### config.mk
export PLATFORM = sky130hd
export DESIGN_NAME = uart_rx_param
export DESIGN_NICKNAME = d
export VERILOG_FILES = /design/src/rtl/uart_rx_param.sv
export SDC_FILE = /design/constraint.sdc
export NUM_CORES = 1
export LEC_CHECK = 0
export CAP_MARGIN = 20
export CORE_UTILIZATION = 50
export CTS_CLUSTER_DIAMETER = 100
export DETAILED_ROUTE_END_ITERATION = 8
export GPL_TIMING_DRIVEN = 0
export HOLD_SLACK_MARGIN = 0.08
export PLACE_DENSITY = 0.8
export SYNTH_ARGS = -nofsm -noshare
export SYNTH_HDL_FRONTEND = slang
export SYNTH_SLANG_ARGS = --single-unit
### constraint.sdc
create_clock -name sys_clk -period 2.9 [get_ports sys_clk]
set_clock_uncertainty 0.05 [all_clocks]
set_input_delay 0.29 -clock sys_clk [delete_from_list [all_inputs] [get_ports sys_clk]]
set_output_delay 0.29 -clock sys_clk [all_outputs]
set_load 0.05 [all_outputs]
### src/rtl/uart_rx_param.sv
// uart_rx_param: parametrised UART receiver (data width, parity, stop bits, baud).
// Double-flop synchroniser, 3-sample mid-bit majority vote, start-glitch rejection,
// parity and framing error pulses.
// Ports:
//   sys_clk    - system clock, all logic rising-edge
//   rst        - asynchronous active-high reset
//   rx         - serial line, idle high, LSB first, asynchronous to sys_clk
//   data_out   - last received data word, held until the next good frame
//   valid_flag - one-cycle pulse, data_out valid
//   parity_err - one-cycle pulse with valid_flag on parity mismatch
//   frame_err  - one-cycle pulse when a stop bit is sampled low
//   busy       - high while the receiver is not idle
module uart_rx_param #(
  parameter int CLK_FREQ  = 50_000_000,
  parameter int BAUD      = 9600,
  parameter int DATA_BITS = 8,
  parameter int PARITY    = 0,
  parameter int STOP_BITS = 1
) (
  input  logic                 sys_clk,
  input  logic                 rst,
  input  logic                 rx,
  output logic [DATA_BITS-1:0] data_out,
  output logic                 valid_flag,
  output logic                 parity_err,
  output logic                 frame_err,
  output logic                 busy
);

  localparam int CPB   = CLK_FREQ / BAUD;
  localparam int HALF  = CPB / 2;
  localparam int CNT_W = $clog2(CPB);
  localparam int IDX_W = $clog2(DATA_BITS + 1);

  localparam logic [CNT_W-1:0] C_LAST = CNT_W'(CPB - 1);
  localparam logic [CNT_W-1:0] C_S0   = CNT_W'(HALF - 1);
  localparam logic [CNT_W-1:0] C_S1   = CNT_W'(HALF);
  localparam logic [CNT_W-1:0] C_DEC  = CNT_W'(HALF + 1);
  localparam logic [IDX_W-1:0] I_DATA = IDX_W'(DATA_BITS);
  localparam logic [IDX_W-1:0] I_STOP = IDX_W'(STOP_BITS - 1);
  localparam logic             ODD    = (PARITY == 1);

  typedef enum logic [2:0] {
    S_IDLE, S_START, S_DATA, S_PARITY, S_STOP, S_BREAK
  } state_t;

  state_t                 r_state;
  state_t                 w_next;
  logic                   r_s1, r_s2, r_s2_d;
  logic [CNT_W-1:0]       r_cnt;
  logic [IDX_W-1:0]       r_idx;
  logic                   r_smp0, r_smp1;
  logic [DATA_BITS-1:0]   r_shift;
  logic                   r_perr;
  logic [DATA_BITS-1:0]   r_data;
  logic                   r_valid, r_perr_o, r_ferr;

  logic w_fall, w_dec, w_wrap, w_maj;
  logic w_valid_set, w_ferr_set, w_perr_set, w_busy;

  assign w_fall = r_s2_d & ~r_s2;
  assign w_dec  = (r_cnt == C_DEC);
  assign w_wrap = (r_cnt == C_LAST);
  // Third sample is the live synchronised value at the decision count.
  assign w_maj  = (r_smp0 & r_smp1) | (r_smp0 & r_s2) | (r_smp1 & r_s2);

  // State register
  always_ff @(posedge sys_clk or posedge rst) begin
    if (rst) r_state <= S_IDLE;
    else     r_state <= w_next;
  end

  // Next-state logic
  always_comb begin
    w_next = r_state;
    case (r_state)
      S_IDLE:   if (w_fall) w_next = S_START;
      S_START: begin
        if (w_dec && w_maj) w_next = S_IDLE;
        else if (w_wrap)    w_next = S_DATA;
      end
      S_DATA:   if (w_wrap && (r_idx == I_DATA))
                  w_next = (PARITY != 0) ? S_PARITY : S_STOP;
      S_PARITY: if (w_wrap) w_next = S_STOP;
      S_STOP: begin
        if (w_dec) begin
          if (!w_maj)                w_next = S_BREAK;
          else if (r_idx == I_STOP)  w_next = S_IDLE;
        end
      end
      S_BREAK:  if (r_s2) w_next = S_IDLE;
      default:  w_next = S_IDLE;
    endcase
  end

  // Output / event decode
  always_comb begin
    w_valid_set = 1'b0;
    w_ferr_set  = 1'b0;
    w_perr_set  = 1'b0;
    w_busy      = (r_state != S_IDLE);
    if (r_state == S_STOP && w_dec) begin
      w_ferr_set  = ~w_maj;
      w_valid_set = w_maj & (r_idx == I_STOP);
    end
    if (r_state == S_PARITY && w_dec)
      w_perr_set = ((^r_shift) ^ w_maj) != ODD;
  end

  // Datapath: synchroniser, bit timer, sampling, shift register, output pulses
  always_ff @(posedge sys_clk or posedge rst) begin
    if (rst) begin
      r_s1     <= 1'b1;
      r_s2     <= 1'b1;
      r_s2_d   <= 1'b1;
      r_cnt    <= '0;
      r_idx    <= '0;
      r_smp0   <= 1'b1;
      r_smp1   <= 1'b1;
      r_shift  <= '0;
      r_perr   <= 1'b0;
      r_data   <= '0;
      r_valid  <= 1'b0;
      r_perr_o <= 1'b0;
      r_ferr   <= 1'b0;
    end else begin
      r_s1   <= rx;
      r_s2   <= r_s1;
      r_s2_d <= r_s2;

      // Timer holds at 0 in IDLE so the first START cycle is count 0.
      if (r_state == S_IDLE || w_next == S_IDLE || w_next == S_BREAK || w_wrap)
        r_cnt <= '0;
      else
        r_cnt <= r_cnt + 1'b1;

      if (r_cnt == C_S0) r_smp0 <= r_s2;
      if (r_cnt == C_S1) r_smp1 <= r_s2;

      // idx counts data bits in DATA and stop bits in STOP.
      if (w_next != r_state)
        r_idx <= '0;
      else if (w_dec && (r_state == S_DATA || r_state == S_STOP))
        r_idx <= r_idx + 1'b1;

      if (w_dec && r_state == S_DATA)
        r_shift <= {w_maj, r_shift[DATA_BITS-1:1]};

      if (r_state == S_IDLE) r_perr <= 1'b0;
      else if (w_perr_set)   r_perr <= 1'b1;

      r_valid  <= w_valid_set;
      r_ferr   <= w_ferr_set;
      r_perr_o <= w_valid_set & r_perr;
      if (w_valid_set) r_data <= r_shift;
    end
  end

  assign data_out   = r_data;
  assign valid_flag = r_valid;
  assign parity_err = r_perr_o;
  assign frame_err  = r_ferr;
  assign busy       = w_busy;

endmodule
# Word-level counts from Yosys, hierarchy flattened
# Cells that the tools add are included.
[totals]
word_cells = 74
regBits = 45
out_inout_bits = 12
in_bits = 3
[classes]
n_mux = 18
reduce_logical = 17
bitwise = 11
n_eq_ne = 12
n_addsub = 2
[ops]
columns = ["cell", "n"]
rows = [
  ["$eq 13x12->1 const B", 3],
  ["$mux 3", 9],
  ["$pmux 3 s6", 1],
  ["$add 13x1->13 const B", 1],
  ["$eq 13x13->1 const B", 1],
  ["$mux 13", 1],
  ["$eq 3x3->1 const B", 3],
  ["$mux 4", 2],
  ["$reduce_xor 8->1", 1],
  ["$and 1x1->1", 6],
  ["$eq 3x2->1 const B", 2],
  ["$logic_and 1x1->1", 6],
  ["$logic_not 3->1", 2],
  ["$mux 1", 5],
  ["$add 4x1->4 const B", 1],
  ["$eq 4x4->1 const B", 1],
  ["$logic_not 4->1", 1],
  ["$logic_or 1x1->1", 4],
  ["$reduce_bool 2->1", 2],
  ["$eq 3x1->1 const B", 1],
  ["$ne 3x3->1", 1],
  ["$reduce_bool 3->1", 1],
  ["$not 1->1", 2],
  ["$or 1x1->1", 2],
  ["$xor 1x1->1", 1],
]

# Longest topological paths before layout
# Gate-level depths: netlist of the first run.
[logic_depth]
ltp_word = 11
mapped_depth = 8
ltp_nobuf = 7

# Least setup slack after synthesis of the first run
# No wires, ideal clock.
[synth_timing]
path_type = "reg2reg"
start = "reg r_cnt[0]"
end = "reg r_cnt[10]"
required_time_ns = 2.715
path_buffers = 2
period_less_slack_ns = 2.236
setup_time_ns = 0.135
stages_incl_launch_ff = 9
t_arrival_ns = 2.051
path_slack_ns = 0.664
cell_sequence = "dfrtp_1 > ha_1 > or4b_1 > or3_1 > clkbuf_1 > o32a_1 > o21ai_2 > buf_4 > a211oi_1"
[synth_via]
elab_chain_cells = 9
elab_cells_between_ends = 17
cone_classes = "add/sub (1); eq/ne (3); mux (7); reduce/logical (6)"
[synth_rtl]
columns = ["item", "line", "rtl"]
rows = [
  ["start: declaration", "50", "logic [CNT_W-1:0] r_cnt;"],
  ["start signal: assignment", "135", "r_cnt <= r_cnt + 1'b1;"],
  ["$eq 13x13->1 or $eq 13x12->1 (tied branches)", "63, 62", ""],
  ["$mux 3, or another cell as far along", "80", "else if (w_wrap) w_next = S_DATA;"],
  ["$mux 3, on equally long branches", "79, 82", ""],
  ["$pmux 3 s6", "76", "case (r_state)"],
  ["$logic_not 3->1", "132", "if (r_state == S_IDLE || w_next == S_IDLE || w_next == S_BREAK || w_wrap)"],
  ["$logic_or 1x1->1 (3 in a row)", "132", ""],
  ["$mux 13 *", "132", ""],
]
# Every way passes the cells marked *; elsewhere a longest branch is shown, timed or not.
# A chain may end at the register's enable or synchronous reset.

# Worst setup path after layout of the first run
[layout_timing]
start = "reg r_state[2]"
end = "out busy"
[layout_via]
elab_chain_cells = 1
[layout_rtl]
columns = ["item", "line", "rtl"]
rows = [
  ["start: declaration", "47", "state_t r_state;"],
  ["start signal: assignment", "70", "else r_state <= w_next;"],
  ["$reduce_bool 3->1", "101", "w_busy = (r_state != S_IDLE);"],
  ["end: declaration", "27", "output logic busy"],
]
# No other way between the ends.

==> reports/metrics.yaml, run 1 <==
status: "completed"
syn2layout_area_growth_pct: 13.3
finalCritPeriodShare_pct: 91.8
grt_max_degree: 39
fp.dieH_um: 70.9
ys.flop_type: "dfrtp_1"
yosys-top-cells-area: "dfrtp_1, mux2_1, dfstp_2"
whs_ps: 156
maxCapViolations: 0
routedWlPerCell_um: 14.6
postCtsSetupBuffers: 0
synth_fa_ha_area_share_pct: 3.11
cts.path.max_buffers: 2
worst_r2r_path_depth: 8
ys_warn_count: 0
hold_buffers: 0
synth.area.mux_share_pct: 8.95
setup_viol: 0
antenna_found_initial: 0
overflow: 0
synth_edf_count: 0
synth_compound_area_share_pct: 10.3
h-tree-depth: 2
synth_top_area_share_pct: 42.1
synth_common_cells: "dfrtp_1, mux2_1, xnor2_1"
vias: 1686
worst_pin_slew_ps: 660
grt_usage_pct: 19.5
fmax_ghz: 0.376
drt_wl_total_um: 4260
synth_cell_types: 53
worstSetupStartpointType: "flip-flop"
hold_path.class: "in -> async"
ys_seq_area_share_pct: 47.7
clk_latency_ps: 300
stdcell_area_um2: 2690
r2r_end: "r_cnt[7]"
synth_area_leader_cell: "dfrtp_1"
finalHoldViolations: 0
r2r_slack_ps: 270
io_buffers: 14
p_leak_nw: 1.14
finalMaxSlewViolations: 0
peakVddDrop_v: 0.000279
numCtsBuffers: 5
synth-simple-area-share_pct: 18.6
synth_area_um2: 2380
rsz0062_at_grt: "no"
diodes: 0
post-synth-top-count-cell: "dfrtp_1"
place_congestion: 0.884
grt.busiest_layer: "met2"
n_fill_cell: 357
drt_iter0_drc: 101
setup-tns-final_ps: 0
grtUsageMet3_pct: 4.27
dieArea_um2: 5030
core_um2: 4470
die_width_um: 70.9
grt_pass1_wl_um: 7660
start_util_pct: 53.1
ys_ff_latch: 45
seqCellArea_um2: 1130
cellPowerDensity_nw_per_um2: 465
postRouteAntennaNets: 0
clock-sinks: 45
crit_arrival_ps: 2320
synth_top_family_by_area: "simple AND/OR/NAND/NOR gates"
place_area_um2: 2600
io_pins: 15
required_ps: 2560
multi_input_area_um2: 1170
dp_hpwl_um: 3090
async_reset_ff_share_pct: 100
num_rows: 24
cts_resized: 0
worstSetupPathType: "reg -> out"
dr.pass1.iters: 4
maxSlewHeadroom_pct: 54.8
rr_startpoint: "r_cnt[0]"
viasPerCell: 5.77
clkTransAtPathRegs_ps: 80
synth_nets: 225
final_util_pct: 60.2
drive_above_1_share_pct: 12.1
fin_nets: 247
cts_tree: "yes"
root_buffer: "clkbuf_8"
use_met2_pct: 29.3
gr-usage-met1_pct: 27.8
detailedPlace.worstSlack_ps: 360
crit_fanout: 10
synth_xor_area_share_pct: 8.11
setup_ws_ps: 238
period_minus_slack_ps: 2660
synth_cells: 217
cp-end-kind: "output pin"
grt_pass1_vias: 1655
avgSynthCellArea_um2: 10.9
drc: 0
## power breakdown
| part | switching, W | total [W] | internal (W) |
|---|---|---|---|
| Clock | 0.000215 | 0.000386 | 0.000171 |
| Combinational | 0.000116 | 0.000183 | 0.0000668 |
| Sequential | 0.0000282 | 0.000684 | 0.000656 |
| Total | 0.000359 | 0.00125 | 0.000893 |
## routing by layer
| metal | routed length [um] | vias up |
|---|---|---|
| li1 | - | 823 |
| met1 | 2060 | 824 |
| met2 | 1980 | 32 |
| met3 | 138 | 7 |
| met4 | 74 | 0 |
| met5 | 0 | - |
## area by class of cell
| cell class | instances | share of cell area [%] |
|---|---|---|
| buffer | 11 | 1.86 |
| clock buffer | 5 | 2.56 |
| clock inverter | 3 | 0.836 |
| inverter | 7 | 0.976 |
| multi-input combinational | 154 | 43.4 |
| sequential | 45 | 42.1 |
| tap | 52 | 2.42 |
| timing repair buffer | 15 | 5.95 |
## worst max-delay path by stage
stage          slack, ps        from        end  cells after the start
5_1_grt              110  r_state[2]       busy                      4
3_3_place_gp         400    r_cnt[0]   r_cnt[7]                      8
6_report             240  r_state[2]       busy                      4
2_1_floorplan        660    r_cnt[0]  r_cnt[10]                      8
4_1_cts              250  r_state[2]       busy                      4
3_5_place_dp         360    r_cnt[0]  r_cnt[11]                      8
## cell families after synthesis
kind of cell,after synthesis
AOI/OAI and AO/OA,36
xor gates and xnor gates,22
adders and majority gates,6
buffers and inverters,18
DFF,45
muxes,19
and+or+nand+nor,71
## state kept, by name, summed over array words and instances, names as in the netlist, 3 cells and up
signal    cells
r_idx         4
data_out      8
r_cnt        13
r_state       3
r_shift       8
## stage by stage
step	total power [W]	cells
2_1_floorplan	0.000824	217
3_3_place_gp	0.000862	283
3_5_place_dp	0.000873	284
4_1_cts	0.00127	292
5_1_grt	0.00132	292
6_report	0.00125	292
## cells in the final DEF (no fill, tap or decap), types with 6 or more instances in the layout
cell	n
inv_1	6
a211oi_1	10
dfrtp_1	40
xor2_1	8
nor2_1	10
clkdlybuf4s50_1	14
mux2_1	16
xnor2_1	14
nand3_1	9
nor3_1	8
clkbuf_1	8
nand2_1	10
a21oi_1	7
## worst max-delay path: stages (launching register included)
cell             delay, ps
dfrtp_1                410
clkbuf_1               340
or3_1                  160
clkbuf_1               250
clkdlybuf4s50_1        860
No activity file was read; power rests on OpenSTA's default activity.
==> run 2, diff against run 1 <==
--- a/config.mk
+++ b/config.mk
@@ -14,2 +14,3 @@
 export PLACE_DENSITY = 0.8
+export SLEW_MARGIN = 20
 export SYNTH_ARGS = -nofsm -noshare
--- a/constraint.sdc
+++ b/constraint.sdc
@@ -4,2 +4,2 @@
 set_output_delay 0.29 -clock sys_clk [all_outputs]
-set_load 0.05 [all_outputs]
+set_load 0.005 [all_outputs]
==> reports/metrics.yaml, run 2 (synthesized netlist as in run 1, its figures left out) <==
postCtsSetupBuffers: 0
critPathBufInv: 2
cpLargestDelayFamily: "simple AND/OR/NAND/NOR gates"
io_pins: 15
whs_ps: 237
slowest_delay_ps: 500
viasPerCell: 5.80
seqPwrFrac_pct: 54.6
detailedPlace.worstSlack_ps: 370
grt_pass1_vias: 1615
finalHoldViolations: 0
final_cell_mix: "dfrtp_1, mux2_1, xnor2_1, clkdlybuf4s50_1"
worstSetupPathType: "reg -> reg"
p_leak_nw: 1.14
fin_nets: 247
rsz0062_at_grt: "no"
dp_hpwl_um: 3110
crit_arrival_ps: 2710
fmax_ghz: 0.386
worstSetupStartpointType: "flip-flop"
period_minus_slack_ps: 2590
cts.path.max_buffers: 2
die_width_um: 70.9
drt_iter0_drc: 130
hold_buffers: 0
place_area_um2: 2600
setup_ws_ps: 309
routedWlPerCell_um: 14.7
cellPowerDensity_nw_per_um2: 464
drt_wl_total_um: 4300
mostFrequentLayoutCell: "dfrtp_1"
vias: 1693
maxSlewHeadroom_pct: 54.4
finalMaxSlewViolations: 0
maxCapViolations: 0
cts_tree: "yes"
drc: 0
crit_fanout: 10
io_buffers: 14
cp_cell_sequence: "ha_1 -> or4b_1 -> or3_1 -> clkbuf_1 -> o32a_1 -> o21ai_2 -> buf_4 -> a211oi_1"
dieArea_um2: 5030
drive_above_1_share_pct: 12.1
num_rows: 24
cp_num_cells: 8
stdcell_area_um2: 2690
worst_pin_slew_ps: 667
place_congestion: 0.884
setup-tns-final_ps: 0
overflow: 0
h-tree-depth: 2
grt_max_degree: 29
status: "completed"
hold_path.class: "in -> async"
largest_reg_flops: 13
clock-sinks: 45
worst_r2r_path_depth: 8
core_um2: 4470
cp-end-kind: "flip-flop"
p_sw_w: 0.000356
clk_latency_ps: 300
clkTransAtPathRegs_ps: 80
critical-path-slowest-cell: "or4b_1"
numCtsBuffers: 5
dr.pass1.iters: 4
postRouteAntennaNets: 0
clockPowerShare_pct: 31.3
root_buffer: "clkbuf_8"
cts_resized: 0
antenna_found_initial: 0
start_util_pct: 53.1
pwr-share-comb_pct: 14.1
syn2layout_area_growth_pct: 13.3
internal-power_w: 0.000893
n_fill_cell: 355
swShare_pct: 28.5
peakVddDrop_v: 0.000273
top_register: "r_cnt"
setup_viol: 0
required_ps: 3020
grt_pass1_wl_um: 7490
grt_usage_pct: 18.9
finalCritPeriodShare_pct: 89.4
diodes: 0
fp.dieH_um: 70.9
[run 2: cell counts in the layout (fill, tap and decap cells not counted)]
Identical to the previous run, type by type.
[run 2: power by group through the flow]
stage                     logic (W)  clock network, W  registers [W]
after floorplan            0.000131                 0       0.000685
after global placement     0.000165                 0       0.000690
after detailed placement   0.000173                 0       0.000692
after CTS                  0.000175          0.000404       0.000681
after global routing       0.000195          0.000424       0.000685
final                      0.000176          0.000390       0.000682
[run 2: worst paths after layout]
check / start / endpoint / slack (ps)
max in group asynchronous: rst / r_smp1 / 2010
min in group sys_clk: r_s1 / r_s2 / 310
worst max register to register: r_cnt[0] / r_cnt[4] / 310
worst max-delay path: r_cnt[0] / r_cnt[4] / 310
worst min register to register: r_s1 / r_s2 / 310
worst min-delay path: rst / data_out[3] / 240
[run 2: cell type report]
type	instances	area, um^2	area share (%)
repair buffers	15	160	5.95
inverters	7	26.3	0.976
well taps	52	65.1	2.42
clock buffers	5	68.8	2.56
plain buffers	11	50.0	1.86
multi-input cells	154	1170	43.4
flip-flops and latches	45	1130	42.1
clock inverters	3	22.5	0.836
[run 2: worst register-to-register path, stage by stage, from the launching register on]
cell and delay (ps):
dfrtp_1 450, ha_1 250, or4b_1 500, or3_1 360, clkbuf_1 180, o32a_1 240
o21ai_2 120, buf_4 220, a211oi_1 100
[run 2: stage by stage]
step | util (%) | total power, W | std cells
floorplan | - | 0.000816 | 217
global placement | 57.7 | 0.000854 | 283
detailed placement | 58.1 | 0.000865 | 284
CTS | 60.2 | 0.00126 | 292
global route | 60.2 | 0.00130 | 292
finish | 60.2 | 0.00125 | 292
[run 2: layer usage]
layer | global-route usage [%] | vias to the layer above | share of wire (%)
li1 | - | 820 | -
met1 | 27.2 | 823 | 46
met2 | 29.1 | 42 | 47
met3 | 2.56 | 8 | 4.7
met4 | 7.78 | 0 | 1.6
met5 | 0 | - | 0
==> run 3, diff against run 2 <==
CTS_CLUSTER_SIZE = 10   (was unset)
TNS_END_PERCENT = 1   (was unset)
==> results of run 3 <==
Final layout, timing and power as in run 2 (identical DEF).
